**src/rtl/ulpi_pkg.sv**
```systemverilog
// Shared definitions for the ULPI link-side arbiter: state codes, command
// prefixes, round-robin pointer values and request bit positions.
package ulpi_pkg;

    typedef enum logic [2:0] {
        ST_IDLE     = 3'd0,
        ST_GRANT_RD = 3'd1,
        ST_GRANT_WR = 3'd2,
        ST_TURN_IN  = 3'd3,
        ST_PHY_OWN  = 3'd4,
        ST_TURN_OUT = 3'd5,
        ST_ABORT    = 3'd6
    } arb_state_e;

    localparam logic [1:0] CMD_REG_WRITE = 2'b10;
    localparam logic [1:0] CMD_REG_READ  = 2'b11;

    localparam int TURNAROUND_CYCLES = 1;

    localparam logic PTR_READ  = 1'b0;
    localparam logic PTR_WRITE = 1'b1;

    localparam int REQ_RD = 0;
    localparam int REQ_WR = 1;

endpackage

```
**src/rtl/ulpi_rr_pick.sv**
```systemverilog
// Two-way round-robin selector: the pointer names which requester is
// preferred when both are asking; a lone requester always wins.
module ulpi_rr_pick
    import ulpi_pkg::*;
(
    input  logic [1:0] req,
    input  logic       ptr,
    output logic [1:0] gnt
);

    always_comb begin
        gnt = 2'b00;
        if (ptr == PTR_READ) begin
            if (req[REQ_RD]) begin
                gnt[REQ_RD] = 1'b1;
            end else if (req[REQ_WR]) begin
                gnt[REQ_WR] = 1'b1;
            end
        end else begin
            if (req[REQ_WR]) begin
                gnt[REQ_WR] = 1'b1;
            end else if (req[REQ_RD]) begin
                gnt[REQ_RD] = 1'b1;
            end
        end
    end

endmodule

```
**src/rtl/ulpi_bus_arbiter.sv**
```systemverilog
// Owns the ULPI pins and shares them between the register read/write engines
// and PHY-driven traffic, with turnaround cycles on every DIR edge.
module ulpi_bus_arbiter
    import ulpi_pkg::*;
#(
    parameter int NXT_TIMEOUT = 255,
    parameter int CNT_W       = 8
) (
    input  logic       clk,
    input  logic       rst_n,
    input  logic       rd_req,
    input  logic       wr_req,
    output logic       rd_start,
    output logic       wr_start,
    input  logic       rd_busy,
    input  logic       wr_busy,
    input  logic [7:0] rd_dout,
    input  logic [7:0] wr_dout,
    input  logic       rd_stp,
    input  logic       wr_stp,
    output logic       eng_abort,
    input  logic       DIR,
    input  logic       NXT,
    input  logic [7:0] ULPI_DATA_IN,
    output logic [7:0] ULPI_DATA_OUT,
    output logic       STP,
    output logic [7:0] rxcmd,
    output logic       rxcmd_valid,
    output logic       timeout_err,
    output logic [2:0] dbg_state
);

    localparam logic [CNT_W-1:0] TIMEOUT_LIM = CNT_W'(NXT_TIMEOUT);

    arb_state_e       state_q, state_d;
    logic             ptr_q, ptr_d;
    logic [CNT_W-1:0] cnt_q, cnt_d, cnt_inc;
    logic             nxt_seen_q, nxt_seen_d;
    logic             busy_prev_q, busy_prev_d;
    logic             rd_start_q, rd_start_d;
    logic             wr_start_q, wr_start_d;
    logic [7:0]       rxcmd_q, rxcmd_d;
    logic             rxcmd_valid_q, rxcmd_valid_d;
    logic             timeout_err_q, timeout_err_d;

    logic [1:0]       gnt;
    logic             eng_busy;
    logic [7:0]       data_out;
    logic             stp_out;
    logic             abort_out;

    ulpi_rr_pick u_rr_pick (
        .req ({wr_req, rd_req}),
        .ptr (ptr_q),
        .gnt (gnt)
    );

    assign eng_busy = (state_q == ST_GRANT_WR) ? wr_busy : rd_busy;

    always_comb begin
        state_d       = state_q;
        ptr_d         = ptr_q;
        cnt_d         = cnt_q;
        nxt_seen_d    = nxt_seen_q;
        busy_prev_d   = busy_prev_q;
        rd_start_d    = 1'b0;
        wr_start_d    = 1'b0;
        rxcmd_d       = rxcmd_q;
        rxcmd_valid_d = 1'b0;
        timeout_err_d = timeout_err_q;
        data_out      = 8'h00;
        stp_out       = 1'b0;
        abort_out     = 1'b0;
        cnt_inc       = cnt_q + CNT_W'(1);

        case (state_q)
            ST_IDLE: begin
                cnt_d       = '0;
                nxt_seen_d  = 1'b0;
                busy_prev_d = 1'b0;
                if (DIR) begin
                    state_d = ST_TURN_IN;
                end else if (gnt[REQ_RD]) begin
                    state_d    = ST_GRANT_RD;
                    rd_start_d = 1'b1;
                end else if (gnt[REQ_WR]) begin
                    state_d    = ST_GRANT_WR;
                    wr_start_d = 1'b1;
                end
            end

            ST_GRANT_RD, ST_GRANT_WR: begin
                data_out    = (state_q == ST_GRANT_WR) ? wr_dout : rd_dout;
                stp_out     = (state_q == ST_GRANT_WR) ? wr_stp : rd_stp;
                busy_prev_d = eng_busy;
                // DIR before NXT means the PHY took the bus over our TXCMD.
                if (!nxt_seen_q && DIR) begin
                    data_out  = 8'h00;
                    abort_out = 1'b1;
                    state_d   = ST_TURN_IN;
                end else if (busy_prev_q && !eng_busy) begin
                    state_d = ST_IDLE;
                    ptr_d   = ~ptr_q;
                end else if (!nxt_seen_q) begin
                    if (NXT) begin
                        nxt_seen_d = 1'b1;
                    end else begin
                        cnt_d = cnt_inc;
                        if (cnt_inc == TIMEOUT_LIM) begin
                            state_d = ST_ABORT;
                        end
                    end
                end
            end

            ST_ABORT: begin
                stp_out       = 1'b1;
                abort_out     = 1'b1;
                timeout_err_d = 1'b1;
                state_d       = ST_IDLE;
            end

            ST_TURN_IN: begin
                state_d = DIR ? ST_PHY_OWN : ST_TURN_OUT;
            end

            ST_PHY_OWN: begin
                if (!DIR) begin
                    state_d = ST_TURN_OUT;
                end else if (!NXT) begin
                    rxcmd_d       = ULPI_DATA_IN;
                    rxcmd_valid_d = 1'b1;
                end
            end

            ST_TURN_OUT: begin
                state_d = ST_IDLE;
            end

            default: begin
                state_d = ST_IDLE;
            end
        endcase
    end

    always_ff @(posedge clk or negedge rst_n) begin
        if (!rst_n) begin
            state_q       <= ST_IDLE;
            ptr_q         <= PTR_READ;
            cnt_q         <= '0;
            nxt_seen_q    <= 1'b0;
            busy_prev_q   <= 1'b0;
            rd_start_q    <= 1'b0;
            wr_start_q    <= 1'b0;
            rxcmd_q       <= 8'h00;
            rxcmd_valid_q <= 1'b0;
            timeout_err_q <= 1'b0;
        end else begin
            state_q       <= state_d;
            ptr_q         <= ptr_d;
            cnt_q         <= cnt_d;
            nxt_seen_q    <= nxt_seen_d;
            busy_prev_q   <= busy_prev_d;
            rd_start_q    <= rd_start_d;
            wr_start_q    <= wr_start_d;
            rxcmd_q       <= rxcmd_d;
            rxcmd_valid_q <= rxcmd_valid_d;
            timeout_err_q <= timeout_err_d;
        end
    end

    assign rd_start      = rd_start_q;
    assign wr_start      = wr_start_q;
    assign eng_abort     = abort_out;
    assign ULPI_DATA_OUT = data_out;
    assign STP           = stp_out;
    assign rxcmd         = rxcmd_q;
    assign rxcmd_valid   = rxcmd_valid_q;
    assign timeout_err   = timeout_err_q;
    assign dbg_state     = state_q;

endmodule

```
**config.mk**
```make
export PLATFORM = sky130hd
export DESIGN_NAME = ulpi_bus_arbiter
export DESIGN_NICKNAME = d
export VERILOG_FILES = /design/src/rtl/ulpi_pkg.sv /design/src/rtl/ulpi_rr_pick.sv /design/src/rtl/ulpi_bus_arbiter.sv
export SDC_FILE = /design/constraint.sdc
export NUM_CORES = 1
export LEC_CHECK = 0
export ABC_AREA = 1
export BUFFER_PORTS_ARGS = -buffer_cell sky130_fd_sc_hd__clkbuf_2
export CAP_MARGIN = 10
export CORE_MARGIN = 2
export CORE_UTILIZATION = 47
export CTS_BUF_LIST = sky130_fd_sc_hd__clkbuf_2 sky130_fd_sc_hd__clkbuf_4 sky130_fd_sc_hd__clkbuf_8
export CTS_CLUSTER_DIAMETER = 40
export DETAILED_ROUTE_END_ITERATION = 8
export PLACE_DENSITY = 0.84
export SYNTH_ARGS = -nofsm -noshare
export SYNTH_HDL_FRONTEND = slang
export SYNTH_SLANG_ARGS = --single-unit
```
**constraint.sdc**
```tcl
create_clock -name clk -period 1.7 [get_ports clk]
set_clock_uncertainty 0.1 [all_clocks]
set_input_delay 0.51 -clock clk [delete_from_list [all_inputs] [get_ports clk]]
set_output_delay 0.51 -clock clk [all_outputs]
set_load 0.1 [all_outputs]
```
Word-level counts from Yosys, hierarchy flattened
Index checks and enable logic that the tools add are counted.

word-level totals
  register bits = 26

cells by class
  add/subtract/negate cells = 1
  equal/unequal tests = 15
  muxes and demuxes = 45
  bitwise logic cells = 3
  reductions and logical operators = 12

operator list
  operator             count
  $mux 8               7
  $mux 3               9
  $mux 1               22
  $ne 4x4->1 const B   4
  $pmux 8 s2           1
  $pmux 3 s4           1
  $ne 2x2->1 const B   5
  $reduce_and 5->1     2
  $reduce_and 3->1     3
  $add 8x1->8 const B  1
  $eq 8x8->1 const B   1
  $pmux 1 s2           4
  $eq 3x2->1 const B   2
  $eq 3x3->1 const B   2
  $eq 3x1->1 const B   1
  $logic_not 3->1      1
  $not 1->1            3
  $logic_and 1x1->1    2
  $logic_not 1->1      2
  $mux 2               1
  $reduce_bool 2->1    1
  $reduce_or 2->1      1

Longest topological paths before layout
  depth in word-level cells = 8
  depth in mapped cells = 12
  gate-level depth less buffers = 12

Cells and area by module
Synthesis repeated with hierarchy kept, for this count alone.

second synthesis, totals
  cell total of the unflattened synthesis = 242
  area, all modules = 1,712.9 um2

by module, submodules not included
  module            instances  cells an instance  area each (um2)  sequential area each (um2)
  ulpi_bus_arbiter  1          237                1,692.9          650.6
  ulpi_rr_pick      1          5                  20.0             0.0

Worst setup path before layout
Ideal clock, no wire load.

  path type = reg2out
  from = register state_q[2] (netlist: dbg_state[2])
  to = output STP
  data arrival time = 3.085 ns
  path slack = -1.995 ns
  cell stages (with the launch flop) = 6
  path buffers = 1
  cell sequence = dfrtp_1 bufinv_8 nand2_2 buf_2 o21ai_0 a21oi_1

on the way
  cells in the longest elaborated chain, start to end = 3
  elaborated cells between the ends (all ways) = 6
  those cells by class = eq/ne (3); mux (2); reduce/logical (1)

ends and longest elaborated chain
  item                                              line                                            source
  from (decl)                                       ulpi_bus_arbiter.sv:35                          arb_state_e state_q, state_d;
  from (signal assigned)                            ulpi_bus_arbiter.sv:159                         state_q <= state_d;
  $eq 3x2->1 / $eq 3x1->1 (equally long branches)   ulpi_bus_arbiter.sv:76, ulpi_bus_arbiter.sv:94
  $mux 1 / $reduce_or 2->1 (equally long branches)  ulpi_bus_arbiter.sv:94, ulpi_bus_arbiter.sv:76
  $pmux 1 s2 *                                      ulpi_bus_arbiter.sv:76                          case (state_q)
  to (decl)                                         ulpi_bus_arbiter.sv:26                          output logic STP,

Mark *: on every way between the ends. The rest lies on a longest branch, timed or not.

Worst setup path after layout
  from = register state_q[0] (netlist: dbg_state[0])
  to = output ULPI_DATA_OUT[6]

on the way
  cells in the longest elaborated chain, start to end = 4
  elaborated cells between the ends (all ways) = 6
  those cells by class = eq/ne (2); mux (3); reduce/logical (1)

ends and longest elaborated chain
  item        line                                            source
  $eq 3x2->1  ulpi_bus_arbiter.sv:76, ulpi_bus_arbiter.sv:93
  $mux 8      ulpi_bus_arbiter.sv:93                          data_out = (state_q == ST_GRANT_WR) ? wr_dout : rd_dout;
  $mux 8      ulpi_bus_arbiter.sv:97                          if (!nxt_seen_q && DIR) begin
  $mux 8 *    ulpi_bus_arbiter.sv:76
  to (decl)   ulpi_bus_arbiter.sv:25                          output logic [7:0] ULPI_DATA_OUT,

Marks and branches as above.

==> metrics <==
Pre-antenna DRT Iters=7; HP Start=NXT; Core Box Area=3416 sq um; Initial Util=50.00%; final setup vio count=35; min-delay worst type=in -> reg; share of layout cells above drive strength 1=52.60%; Synth Cell Area=1708 sq um; Worst setup startpoint=dbg_state[0]; vias=2193; Reg clk slew, reported paths=160 ps; n_diodes=0; crit path cell chain=nor2_4 > nand2_4 > inv_8 > nand2_1 > nand2_1 > nand2_2 > clkinvlp_4 > buf_12; CTS max path bufs=2; final max-slew violation count=0; latest clock arrival within the worst-skew pair=340 ps; Avg WL per Cell=19.55 um; reg-to-reg startpoint=dbg_state[0]; min setup slack post-route=-764.4 ps; crit end category=output port; Top Ports=59; fillers=139; Die Span Y=64.28 um; Num CTS Buffers=3; cell area after placement=2720 sq um; number of I/O port buffers=58; Final Hold Viols=0; wire length after detailed routing=7.292 mm; Final #Nets=364; antenna violations before repair=0; Distinct cells, synth=30; Top cell by count, worst path=nand2_1; Global Route Usage Sum=33.43%; final instance area=2989 sq um; crit path buf inv count=3; gpl congestion=0.8929; max incr delay on CP=580 ps; Peak Freq=405.8 MHz; largest net degree at the start of global routing=15; WP data required=1090 ps; CTS root buf=clkbuf_4; Synth area leader=dfrtp_1; die width=64.28 um; P&R area growth vs syn=75.02%; vias per inst=5.879; Top Family by Delay on Critical Path=flip-flops; failing checks=negative setup slack; first-pass GRT wire length=10.45 mm; CP max FO=8; crit path max-delay cell type=dfrtp_4; CP Data Arrival Time=1850 ps; Synth area leaders=dfrtp_1 38%, nand2_1 21%, inv_1 5.1%; max_cap viols=0; post-synthesis cell count=232; WS Path Type=reg -> out; Tcrit/Tclk final=145.0%; Initial DRC Count=166; area share of the largest cell type after synthesis=38.10%; DRT antenna net count=0; worst relative slew slack=68.02%; Synth Area per Inst=7.362 sq um; Post-route DRC=0; post-placement cell count=359; Detail Placement HPWL=4.092 mm; H-tree levels=1; Seq cells post-synth=26; die area=4132 sq um; outcome=finished with violations; Worst-Margin Slew=478.0 ps; clock period minus worst slack=2464 ps; Synth Net Count=268; CP Launch Type=register; std cell rows=21; Post-Route Utilization=87.51%; RSZ-0062 raised after global routing=true; Clock Sinks=26; Finished Layout Cells=373; post-synthesis sequential area ratio=38.10%; CTS tree=done; vias in the first global route=2147; Synth Warn #=0; Congestion Overflow GR=0
==> layer usage <==
layer	part of all wire (%)	up-vias	global-route usage, %
met2	52	170	60.81
met1	33	1041	35.64
li1	-	916	-
met3	7.8	66	6.690
met5	0	-	0
met4	7.6	0	19.15
==> final timing paths <==
| check | to | slack, ps | cells after the start |
|---|---|---|---|
| worst max-delay path | ULPI_DATA_OUT[6] | -760 | 8 |
| worst min-delay path | rxcmd_valid | 260 | 2 |
| worst max register to register | dbg_state[0] | -520 | 13 |
| worst min register to register | cnt_q[7] | 430 | 2 |
| max in group asynchronous | rxcmd[1] | 560 | 3 |
| min in group asynchronous | dbg_state[1] | 520 | 2 |
==> Yosys cell counts <==
| library cell | instances |
|---|---|
| a21oi_1 | 6 |
| or2_2 | 1 |
| nor3_1 | 1 |
| a21o_1 | 1 |
| nor2_4 | 3 |
| xor2_1 | 2 |
| nand3_2 | 1 |
| ha_1 | 2 |
| nor2_2 | 1 |
| clkinv_1 | 1 |
| clkinv_8 | 1 |
| o21ai_2 | 7 |
| nor3_2 | 1 |
| o21ai_0 | 4 |
| nor2_1 | 13 |
| a21oi_2 | 1 |
| bufinv_8 | 1 |
| a2111oi_0 | 1 |
| buf_12 | 1 |
| buf_2 | 1 |
| o21bai_1 | 2 |
| o211ai_1 | 1 |
| inv_2 | 5 |
| nand2_1 | 94 |
| nand3_1 | 17 |
| dfrtp_1 | 26 |
| nand2_4 | 4 |
| inv_1 | 23 |
| nand2_2 | 8 |
| nand3_4 | 2 |
==> worst register-to-register path, stage by stage, from the launching register on <==
cell,delay [ps]
dfrtp_4,580
nor2_2,170
inv_2,80
nand2_4,130
buf_12,130
clkinv_8,60
buf_4,140
buf_6,110
nand3_1,100
nand2_1,120
inv_2,120
nand2_1,120
nand2_1,120
nand2_1,60
==> sequential cells by signal, summed over array words and instances, names as in the netlist <==
register	cells
cnt_q	8
nxt_seen_q	1
busy_prev_q	1
timeout_err	1
ptr_q	1
rd_start	1
rxcmd	8
dbg_state	3
rxcmd_valid	1
wr_start	1
==> cells in the final DEF, fill, tap and decap left out, drive strengths merged <==
master | netlist | layout
a2111oi | 1 | 1
clkinvlp | 0 | 8
clkbuf | 0 | 37
a21oi | 7 | 7
o21ai | 11 | 11
nand3 | 20 | 21
clkinv | 2 | 2
dlygate4sd3 | 0 | 1
inv | 28 | 21
o211ai | 1 | 1
o21bai | 2 | 2
a21o | 1 | 1
ha | 2 | 2
xor2 | 2 | 2
dfrtp | 26 | 26
buf | 2 | 56
nand2 | 106 | 107
nor2 | 17 | 18
or2 | 1 | 1
nor3 | 2 | 2
==> area by class of cell <==
class	count	area, sq um	area share, %
multi-input cells	176	1087	36.37
flip-flops and latches	26	661.9	22.14
well taps	46	57.56	1.925
clock buffers	4	36.28	1.214
repair buffers	90	972.2	32.52
inverters	31	173.9	5.818
==> cells by family (layout without fill, tap and decap cells) <==
family	count (synthesis)	in the layout	synth area share [%]
and+or+nand+nor	146	149	40.29
adders and majority gates	2	2	1.465
buffers and inverters	33	125	9.817
DFF	26	26	38.10
xor gates and xnor gates	2	2	1.026
AOI/OAI and AO/OA	23	23	9.304
==> what timing repair did <==
item                                    CTS  global route
gates cloned                              3             0
resized for setup                        29            14
hold buffers                              1             0
pin swaps                                13             8
setup buffers                             7             1
hold endpoints to repair                 13             0
endpoints found under the setup margin   33            34
==> through the flow <==
step                      hold slack (ps)  setup WS (ps)  setup TNS (ps)
after floorplan                     114.4         -585.0           -6428
after global placement              360.2         -308.0           -4632
after detailed placement            356.1         -380.3           -5794
after CTS                           259.5         -695.1           -9692
after global routing                264.1         -837.0          -14940
final                               259.7         -764.4          -12690
Power is not shown: default switching activity piles up to over one toggle a cycle in this logic, so the estimate is an artifact.
